--- src/rtl/hps_reset_pkg.sv ---
// Shared types and constants for the HPS-to-fabric reset sequencer.
package hps_reset_pkg;

   typedef enum logic [1:0] {
      HOLD,
      LOCK,
      RELEASE,
      RUN
   } seq_state_t;

   localparam logic [1:0] CAUSE_POR  = 2'b00;
   localparam logic [1:0] CAUSE_COLD = 2'b01;
   localparam logic [1:0] CAUSE_WARM = 2'b10;
   localparam logic [1:0] CAUSE_PLL  = 2'b11;

   localparam int COUNT_W = 8;

   function automatic logic [COUNT_W-1:0] sat_inc(input logic [COUNT_W-1:0] v);
      return (&v) ? v : v + 1'b1;
   endfunction

endpackage

--- src/rtl/reset_sync_bit.sv ---
// Single-bit flop-chain synchronizer whose chain is forced to RESET_VAL by
// the asynchronous active-low reset.
module reset_sync_bit #(
   parameter int   SYNC_STAGES = 2,
   parameter logic RESET_VAL   = 1'b0
) (
   input  logic clk,
   input  logic rst_n,
   input  logic d,
   output logic q
);

   logic [SYNC_STAGES-1:0] chain_reg;

   always_ff @(posedge clk or negedge rst_n) begin
      if (!rst_n) begin
         chain_reg <= {SYNC_STAGES{RESET_VAL}};
      end else begin
         chain_reg <= {chain_reg[SYNC_STAGES-2:0], d};
      end
   end

   assign q = chain_reg[SYNC_STAGES-1];

endmodule

--- src/rtl/hps_fabric_reset_seq.sv ---
// Staged release of fabric domain resets driven by HPS cold/warm resets and
// PLL lock, with last-cause and event-count reporting.
module hps_fabric_reset_seq
   import hps_reset_pkg::*;
#(
   parameter int                     NUM_DOMAINS  = 4,
   parameter int                     STAGE_CYCLES = 16,
   parameter int                     LOCK_FILTER  = 8,
   parameter logic [NUM_DOMAINS-1:0] WARM_MASK    = 4'b1100,
   parameter int                     SYNC_STAGES  = 2
) (
   input  logic                   fpga_clk_50,
   input  logic                   hps_fpga_reset_n,
   input  logic                   h2f_cold_rst_n,
   input  logic                   h2f_warm_rst_n,
   input  logic                   pll_locked,
   output logic [NUM_DOMAINS-1:0] domain_rst_n,
   output logic                   seq_done,
   output logic [1:0]             last_cause,
   output logic [COUNT_W-1:0]     reset_count
);

   localparam int SW = $clog2(STAGE_CYCLES + 1);
   localparam int FW = $clog2(LOCK_FILTER + 1);
   localparam int IW = $clog2(NUM_DOMAINS + 1);

   localparam logic [SW-1:0] STAGE_LAST = SW'(STAGE_CYCLES - 1);
   localparam logic [FW-1:0] FILT_LAST  = FW'(LOCK_FILTER - 1);
   localparam logic [IW-1:0] IDX_LAST   = IW'(NUM_DOMAINS - 1);

   logic cold_n_s, warm_n_s, locked_s;

   reset_sync_bit #(.SYNC_STAGES(SYNC_STAGES), .RESET_VAL(1'b0)) u_sync_cold (
      .clk(fpga_clk_50), .rst_n(hps_fpga_reset_n), .d(h2f_cold_rst_n), .q(cold_n_s)
   );
   reset_sync_bit #(.SYNC_STAGES(SYNC_STAGES), .RESET_VAL(1'b0)) u_sync_warm (
      .clk(fpga_clk_50), .rst_n(hps_fpga_reset_n), .d(h2f_warm_rst_n), .q(warm_n_s)
   );
   reset_sync_bit #(.SYNC_STAGES(SYNC_STAGES), .RESET_VAL(1'b0)) u_sync_lock (
      .clk(fpga_clk_50), .rst_n(hps_fpga_reset_n), .d(pll_locked), .q(locked_s)
   );

   seq_state_t               state_reg, state_next;
   logic [NUM_DOMAINS-1:0]   mask_reg, mask_next;
   logic [NUM_DOMAINS-1:0]   rst_reg, rst_next;
   logic [SW-1:0]            stage_reg, stage_next;
   logic [FW-1:0]            filt_reg, filt_next;
   logic [IW-1:0]            idx_reg, idx_next;
   logic                     done_reg, done_next;
   logic [1:0]               cause_reg, cause_next;
   logic [COUNT_W-1:0]       count_reg, count_next;

   logic                     cold, warm, pll, trig;
   logic [NUM_DOMAINS-1:0]   trig_mask;
   logic [NUM_DOMAINS-1:0]   idx_sel;

   for (genvar gi = 0; gi < NUM_DOMAINS; gi++) begin : g_idx_sel
      assign idx_sel[gi] = (idx_reg == IW'(gi));
   end

   // PLL loss only matters once the sequence has started releasing.
   assign cold      = !cold_n_s;
   assign warm      = !warm_n_s;
   assign pll       = !locked_s && (state_reg == RELEASE || state_reg == RUN);
   assign trig      = cold || warm || pll;
   assign trig_mask = (cold || pll) ? {NUM_DOMAINS{1'b1}} : WARM_MASK;

   always_comb begin
      state_next = state_reg;
      mask_next  = mask_reg;
      rst_next   = rst_reg;
      stage_next = stage_reg;
      filt_next  = filt_reg;
      idx_next   = idx_reg;
      cause_next = cause_reg;
      count_next = count_reg;

      if (trig) begin
         mask_next = mask_reg | trig_mask;
         rst_next  = rst_reg & ~(mask_reg | trig_mask);
      end

      case (state_reg)
         HOLD: begin
            rst_next = rst_reg & ~mask_next;
            if (!(cold || warm)) state_next = LOCK;
         end
         LOCK: begin
            if (cold || warm) begin
               state_next = HOLD;
            end else if (!locked_s) begin
               filt_next = '0;
            end else if (filt_reg == FILT_LAST) begin
               state_next = RELEASE;
            end else begin
               filt_next = filt_reg + 1'b1;
            end
         end
         RELEASE: begin
            if (trig) begin
               state_next = HOLD;
            end else if (stage_reg == STAGE_LAST) begin
               stage_next = '0;
               rst_next   = rst_reg | (idx_sel & mask_reg);
               if (idx_reg == IDX_LAST) begin
                  state_next = RUN;
                  mask_next  = '0;
               end else begin
                  idx_next = idx_reg + 1'b1;
               end
            end else begin
               stage_next = stage_reg + 1'b1;
            end
         end
         RUN: begin
            if (trig) state_next = HOLD;
         end
         default: state_next = HOLD;
      endcase

      // Counters never survive a state change, so each state starts fresh.
      if (state_next != state_reg) begin
         stage_next = '0;
         filt_next  = '0;
         idx_next   = '0;
      end

      if (state_reg != HOLD && state_next == HOLD) begin
         count_next = sat_inc(count_reg);
         cause_next = cold ? CAUSE_COLD : (pll ? CAUSE_PLL : CAUSE_WARM);
      end

      done_next = (state_next == RUN);
   end

   always_ff @(posedge fpga_clk_50 or negedge hps_fpga_reset_n) begin
      if (!hps_fpga_reset_n) begin
         state_reg <= HOLD;
         mask_reg  <= '1;
         rst_reg   <= '0;
         stage_reg <= '0;
         filt_reg  <= '0;
         idx_reg   <= '0;
         done_reg  <= 1'b0;
         cause_reg <= CAUSE_POR;
         count_reg <= '0;
      end else begin
         state_reg <= state_next;
         mask_reg  <= mask_next;
         rst_reg   <= rst_next;
         stage_reg <= stage_next;
         filt_reg  <= filt_next;
         idx_reg   <= idx_next;
         done_reg  <= done_next;
         cause_reg <= cause_next;
         count_reg <= count_next;
      end
   end

   assign domain_rst_n = rst_reg;
   assign seq_done     = done_reg;
   assign last_cause   = cause_reg;
   assign reset_count  = count_reg;

endmodule

--- config.mk ---
export PLATFORM = sky130hd
export DESIGN_NAME = hps_fabric_reset_seq
export DESIGN_NICKNAME = d
export VERILOG_FILES = /design/src/rtl/hps_reset_pkg.sv /design/src/rtl/reset_sync_bit.sv /design/src/rtl/hps_fabric_reset_seq.sv
export SDC_FILE = /design/constraint.sdc
export NUM_CORES = 1
export LEC_CHECK = 0
export ABC_CLOCK_PERIOD_IN_PS = 3630
export CORE_MARGIN = 4
export CORE_UTILIZATION = 59
export CTS_CLUSTER_SIZE = 40
export DETAILED_ROUTE_END_ITERATION = 16
export PLACE_DENSITY = 0.83
export SYNTH_ARGS = -nofsm -noshare
export SYNTH_HDL_FRONTEND = slang
export SYNTH_HIERARCHICAL = 1
export SYNTH_SLANG_ARGS = --single-unit
--- constraint.sdc ---
create_clock -name fpga_clk_50 -period 3.63 [get_ports fpga_clk_50]
set_clock_uncertainty 0.2 [all_clocks]
set_input_delay 1.089 -clock fpga_clk_50 [delete_from_list [all_inputs] [get_ports fpga_clk_50]]
set_output_delay 1.089 -clock fpga_clk_50 [all_outputs]
set_load 0.01 [all_outputs]
* Word level (Yosys, flattened, before mapping) *
Index checks and enable logic that the tools add are counted.

operators by class
  reductions and logical operators = 21
  $add $sub $neg = 4
  equality and inequality tests = 14
  muxes and demuxes = 35
  bitwise gates (word level) = 8

operator list
  operator                                                                 number
  4-bit 2-to-1 mux                                                         13
  2-bit 2-to-1 mux                                                         10
  5-bit 2-to-1 mux                                                         4
  3-bit 2-to-1 mux                                                         5
  4-bit AND                                                                3
  8-bit by 1-bit adder with 8-bit output, second input constant            1
  4-bit inverter                                                           2
  4-bit OR                                                                 2
  2-bit case mux with 4 select lines                                       1
  4-bit case mux with 2 select lines                                       1
  8-bit AND reduction                                                      1
  2-bit nonzero test                                                       4
  2-bit == test, second input constant                                     3
  3-bit by 2-bit == test with 1-bit output, second input constant          2
  2-bit by 1-bit inequality test with 1-bit output, second input constant  3
  5-bit by 1-bit adder with 5-bit output, second input constant            1
  5-bit by 4-bit == test with 1-bit output, second input constant          1
  4-bit by 1-bit adder with 4-bit output, second input constant            1
  4-bit by 3-bit == test with 1-bit output, second input constant          1
  2-bit zero test                                                          2
  1-bit logical OR                                                         4
  2-bit AND reduction                                                      2
  4-bit AND reduction                                                      1
  3-bit by 1-bit adder with 3-bit output, second input constant            1
  10 further kinds                                                         13

word-level totals
  register bits after elaboration = 39
  input bits = 5

* Logic depth before layout (Yosys ltp) *
  word-level depth = 12
  depth in mapped cells = 6
  gate-level depth less buffers = 5

* Modules after synthesis *
The synthesis kept the hierarchy.

by module, submodules not included
  module                cells an instance  area an instance (sq um)  instances
  hps_fabric_reset_seq  162                1,702.9                   1
  reset_sync_bit        2                  50.0                      3

* Least setup slack after synthesis *
OpenSTA, ideal clock, no wires.

  kind = reg2reg
  start point = reg idx_reg[0]
  end point = reg idx_reg[1]
  cell stages (with the launch flop) = 6
  slack = 1.844 ns
  clock period less this slack = 1.786 ns
  required time = 3.311 ns
  arrival time = 1.468 ns
  library setup time = 0.119 ns
  cell sequence = dfrtp_1 > ha_1 > ha_1 > nor4_4 > mux2i_1 > nor2_1

between the ends
  longest elaborated chain between the ends = 8

RTL lines
  element                                                                                                  RTL line                     source
  from (decl)                                                                                              hps_fabric_reset_seq.sv:48   logic [IW-1:0] idx_reg, idx_next;
  from (signal assigned)                                                                                   hps_fabric_reset_seq.sv:153  idx_reg <= idx_next;
  3-bit by 2-bit == test with 1-bit output                                                                 hps_fabric_reset_seq.sv:105  if (idx_reg == IDX_LAST) begin
  2-bit 2-to-1 mux                                                                                         hps_fabric_reset_seq.sv:105
  2-bit 2-to-1 mux                                                                                         hps_fabric_reset_seq.sv:102  end else if (stage_reg == STAGE_LAST) begin
  2-bit 2-to-1 mux                                                                                         hps_fabric_reset_seq.sv:100  if (trig) begin
  2-bit case mux with 4 select lines                                                                       hps_fabric_reset_seq.sv:83   case (state_reg)
  2-bit inequality test                                                                                    hps_fabric_reset_seq.sv:122  if (state_next != state_reg) begin
  2-bit by 1-bit inequality test with 1-bit output (no line) / 2-bit nonzero test (equally long branches)  -
  4-bit AND reduction (no line)                                                                            -

Several ways; a longest one is shown, not always the timed one. The select of a mux whose other input is x is not followed.
A chain may end at the register's enable or synchronous reset.

* Worst setup path in the final report *
  start point = reg count_reg[7] (netlist: reset_count[7])
  end point = out reset_count[7]

RTL lines
  element                 RTL line                     source
  from (decl)             hps_fabric_reset_seq.sv:51   logic [COUNT_W-1:0] count_reg, count_next;
  from (signal assigned)  hps_fabric_reset_seq.sv:156  count_reg <= count_next;
  to (decl)               hps_fabric_reset_seq.sv:20   output logic [COUNT_W-1:0] reset_count

No word-level cell between the ends.

==> qor_table.md <==
| Result | This run | Unit |
| --- | --- | --- |
| Via count of the first global-routing pass | 1,288 | - |
| Final setup vio count | 0 | - |
| Clock tree from TritonCTS | yes | - |
| Clock-pin transition on the worst setup and hold timing paths | 0.11 | ns |
| Share of the clock period used by the worst path after layout | 73.9 | % |
| Synthesis-to-layout area growth | 14.2 | % |
| Unrepaired setup endpoints after global routing | no | - |
| Cell family contributing the most delay on the critical path | buffers and inverters | - |
| Port bufs | 19 | - |
| Yosys top cell area share | 47.3 | % |
| Area of the die | 4100 | um^2 |
| Largest register FFs | 8 | - |
| Total via count after detailed routing | 1,332 | - |
| Critical Path AT | 1.39 | ns |
| Worst Max-Slew Pin Slew | 0.860 | ns |
| Area contributors post-synth | dfrtp_1, dfstp_2, ha_1, nand3_1, nand2_1 | - |
| Final #Nets | 202 | - |
| Average wire per standard cell | 14.4 | um |
| Routed wire length | 3.37 | mm |
| DRC violation count after routing | 0 | - |
| Number of flops mapped to enable cells by yosys | 0 | - |
| Maximum Capacitance Violations | 0 | - |
| Synth Area per Inst | 11.0 | um^2 |
| Leading register cell type out of synthesis | dfrtp_1 | - |
| Critical path cell sequence | clkdlybuf4s50_1 | - |
| Number of buffers added to fix hold violations after cts | 0 | - |
| Number of endpoints with negative hold slack in the final report | 0 | - |
| Filler Cell Count | 246 | - |
| Combined area of all synthesized cells | 1850 | um^2 |
| Cts repair resizes | 0 | - |
| Type of the tightest min-delay check | flop to flop | - |
| Top-Level Pins | 20 | - |
| Run status | complete, no violations | - |
| Post-detailed-route count of antenna-violating nets | 0 | - |
| Area of the placeable core | 3030 | um^2 |
| Length in cells of the worst reg-to-reg path | 5 | - |
| Number of buffers created by CTS | 5 | - |
| Buffer and inverter count on the worst path | 1 | - |
| Crit path launch type | flop | - |
| Footprint of the flip-flops and latches | 981 | um^2 |
| Leak | 0.892 | nW |
| Synthesized instance count | 168 | - |
| Highest fanout seen on the critical path | 6 | - |
| Starting density of the core | 61.2 | % |
| Initial antenna violation count | 0 | - |
| Post-synthesis cell type count | 42 | - |
| Slowest cell on the critical path | clkdlybuf4s50_1 | - |
| Relative slew margins | 42.5 | % |
| Number of vias per cell after detailed routing | 5.69 | - |
| Area leader, netlist | dfrtp_1 | - |
| Data required time at the worst endpoint | 2.34 | ns |
| Max VDD drop | 277 | uV |
| FFs w/ async S/R, synth | 100 | % |
| Maximum root-to-sink buffer count | 2 | - |
| Global-route wire length before repair | 5.80 | mm |
| Post-Layout Inst Area | 2120 | um^2 |
| Final HPWL from detailed placement | 2.48 | mm |
| Upper clock frequency limit | 373 | MHz |
| Sequential share of the synthesized area | 52.9 | % |
| Number of nets produced by synthesis | 181 | - |
| Worst setup path category | flop to primary output | - |
| Global placer's final weighted congestion | 0.867 | - |
| Area of the multi-input gates | 820 | um^2 |
| Die extent in x | 64.0 | um |
| Overall fraction of global-route tracks in use | 18.3 | % |
| Sinks on the clock net | 39 | - |
| Buffers inserted by post-CTS timing repair | 0 | - |
| Final-layout setup total negative slack | 0 | ns |
| Synthesized flop and latch total | 39 | - |
| Number of DRC violations after detailed-routing iteration 0 | 55 | - |
| Biggest cell delay along the critical path | 0.57 | ns |
| Root Driver | clkbuf_4 | - |
| Cell depth of the worst min-delay path | 0 | - |
| Standard-cell row count | 20 | - |
| Final max-slew violation count | 0 | - |
| Die boundary height | 64.0 | um |
| Drt first pass iters | 4 | - |
| Layout cell share with drive strength beyond 1 | 11.1 | % |
| Total power of the final layout | 0.895 | mW |
| Diode count | 0 | - |
| Global route total overflow | 0 | - |
| Level count of the clock H-tree | 2 | - |
| Synth Warn # | 6 | - |
| Total cell area at the placement stage | 2060 | um^2 |
| Clock insertion delay at the later pin of the skew report | 0.35 | ns |
| Instance count on the critical path | 1 | - |
| Power per standard cell area | 423 | nW/um^2 |
| Maximum number of pins on one net before global-route repair | 40 | - |
| Post-route minimum period | 2.68 | ns |
| Endpoint kind of the worst setup timing path | primary output | - |
[layout by cell type (no fill, tap or decap), types with 2 or more instances in the layout]
cell type / netlist / final
a21oi_1: 9 / 9
nand4b_1: 2 / 2
a21o_1: 2 / 2
inv_1: 6 / 6
nor4_1: 3 / 3
dfstp_2: 4 / 4
clkdlybuf4s50_1: 0 / 18
nand3b_1: 2 / 2
dfrtp_1: 35 / 35
clkbuf_4: 0 / 5
a211oi_2: 2 / 2
o21a_1: 4 / 4
mux2_1: 4 / 4
nor3b_1: 3 / 3
ha_1: 8 / 8
nand2_1: 13 / 13
o21ai_0: 6 / 6
clkinv_2: 0 / 3
xor2_1: 3 / 3
nand2b_1: 4 / 4
nor2_1: 9 / 9
nor3_1: 6 / 6
and4b_1: 2 / 2
nand3_1: 14 / 14
xnor2_1: 5 / 5
[stage by stage]
| stage | util, % | setup WS [ns] | hold WS [ns] | instances |
|---|---|---|---|---|
| 3_5_place_dp | 68.1 | 1.33 | 0.135 | 226 |
| 4_1_cts | 69.9 | 0.936 | 0.161 | 234 |
| 6_report | 69.9 | 0.949 | 0.159 | 234 |
| 2_1_floorplan | - | 1.84 | 0.131 | 168 |
| 5_1_grt | 69.9 | 0.875 | 0.174 | 234 |
| 3_3_place_gp | 68.1 | 1.37 | 0.133 | 226 |
[logic make-up (layout without fill, tap and decap cells)]
group / Yosys count / after routing / synth area share (%)
AOI/OAI and AO/OA: 32 / 32 / 11.9
xor gates and xnor gates: 8 / 8 / 3.78
adders and majority gates: 8 / 8 / 5.40
buffers and inverters: 11 / 33 / 2.84
DFF: 39 / 39 / 52.9
muxes: 6 / 6 / 3.58
and+or+nand+nor: 64 / 64 / 19.6
[final cells by class]
cell class	count	area share, %
clock buffer	5	1.77
clock inverter	3	0.710
inverter	6	1.06
multi-input combinational	118	38.7
sequential	39	46.4
tap	44	2.60
timing repair buffer	19	8.75
[where the power goes]
| group | switching, mW | internal, mW |
|---|---|---|
| Clock | 0.139 | 0.0720 |
| Combinational | 0.0727 | 0.0915 |
| Sequential | 0.0494 | 0.471 |
| Total | 0.261 | 0.634 |
[synthesized netlist by cell type (3+ instances only)]
cell	count
inv_1	6
nor3_1	6
dfstp_2	4
dfrtp_1	35
xor2_1	3
nand2b_1	4
xnor2_1	5
o21ai_0	6
nand3_1	14
o21a_1	4
nand2_1	13
nor2_1	9
mux2_1	4
a21oi_1	9
buf_2	3
nor3b_1	3
ha_1	8
nor4_1	3
[final timing paths]
| path | slack [ns] | start | end |
|---|---|---|---|
| setup / recovery | 0.95 | reset_count[7] | reset_count[7] |
| setup reg to reg | 1.33 | idx_reg[0] | stage_reg[0] |
| hold reg to reg | 0.16 | u_sync_lock/chain_reg[0] | u_sync_lock/chain_reg[1] |
| min in group asynchronous | 0.62 | hps_fpga_reset_n | idx_reg[2] |
| hold / removal | 0.16 | u_sync_lock/chain_reg[0] | u_sync_lock/chain_reg[1] |
| max in group asynchronous | 2.10 | hps_fpga_reset_n | reset_count[0] |
[metal layers]
layer | GRT usage, % | vias to the layer above | part of all wire (%)
met5 | 0 | - | 0
met4 | 8.09 | 0 | 1.8
met3 | 6.15 | 7 | 4.1
met2 | 29.8 | 22 | 48
met1 | 21.9 | 650 | 46
li1 | - | 653 | -
Power figures use the tool's default switching activity.
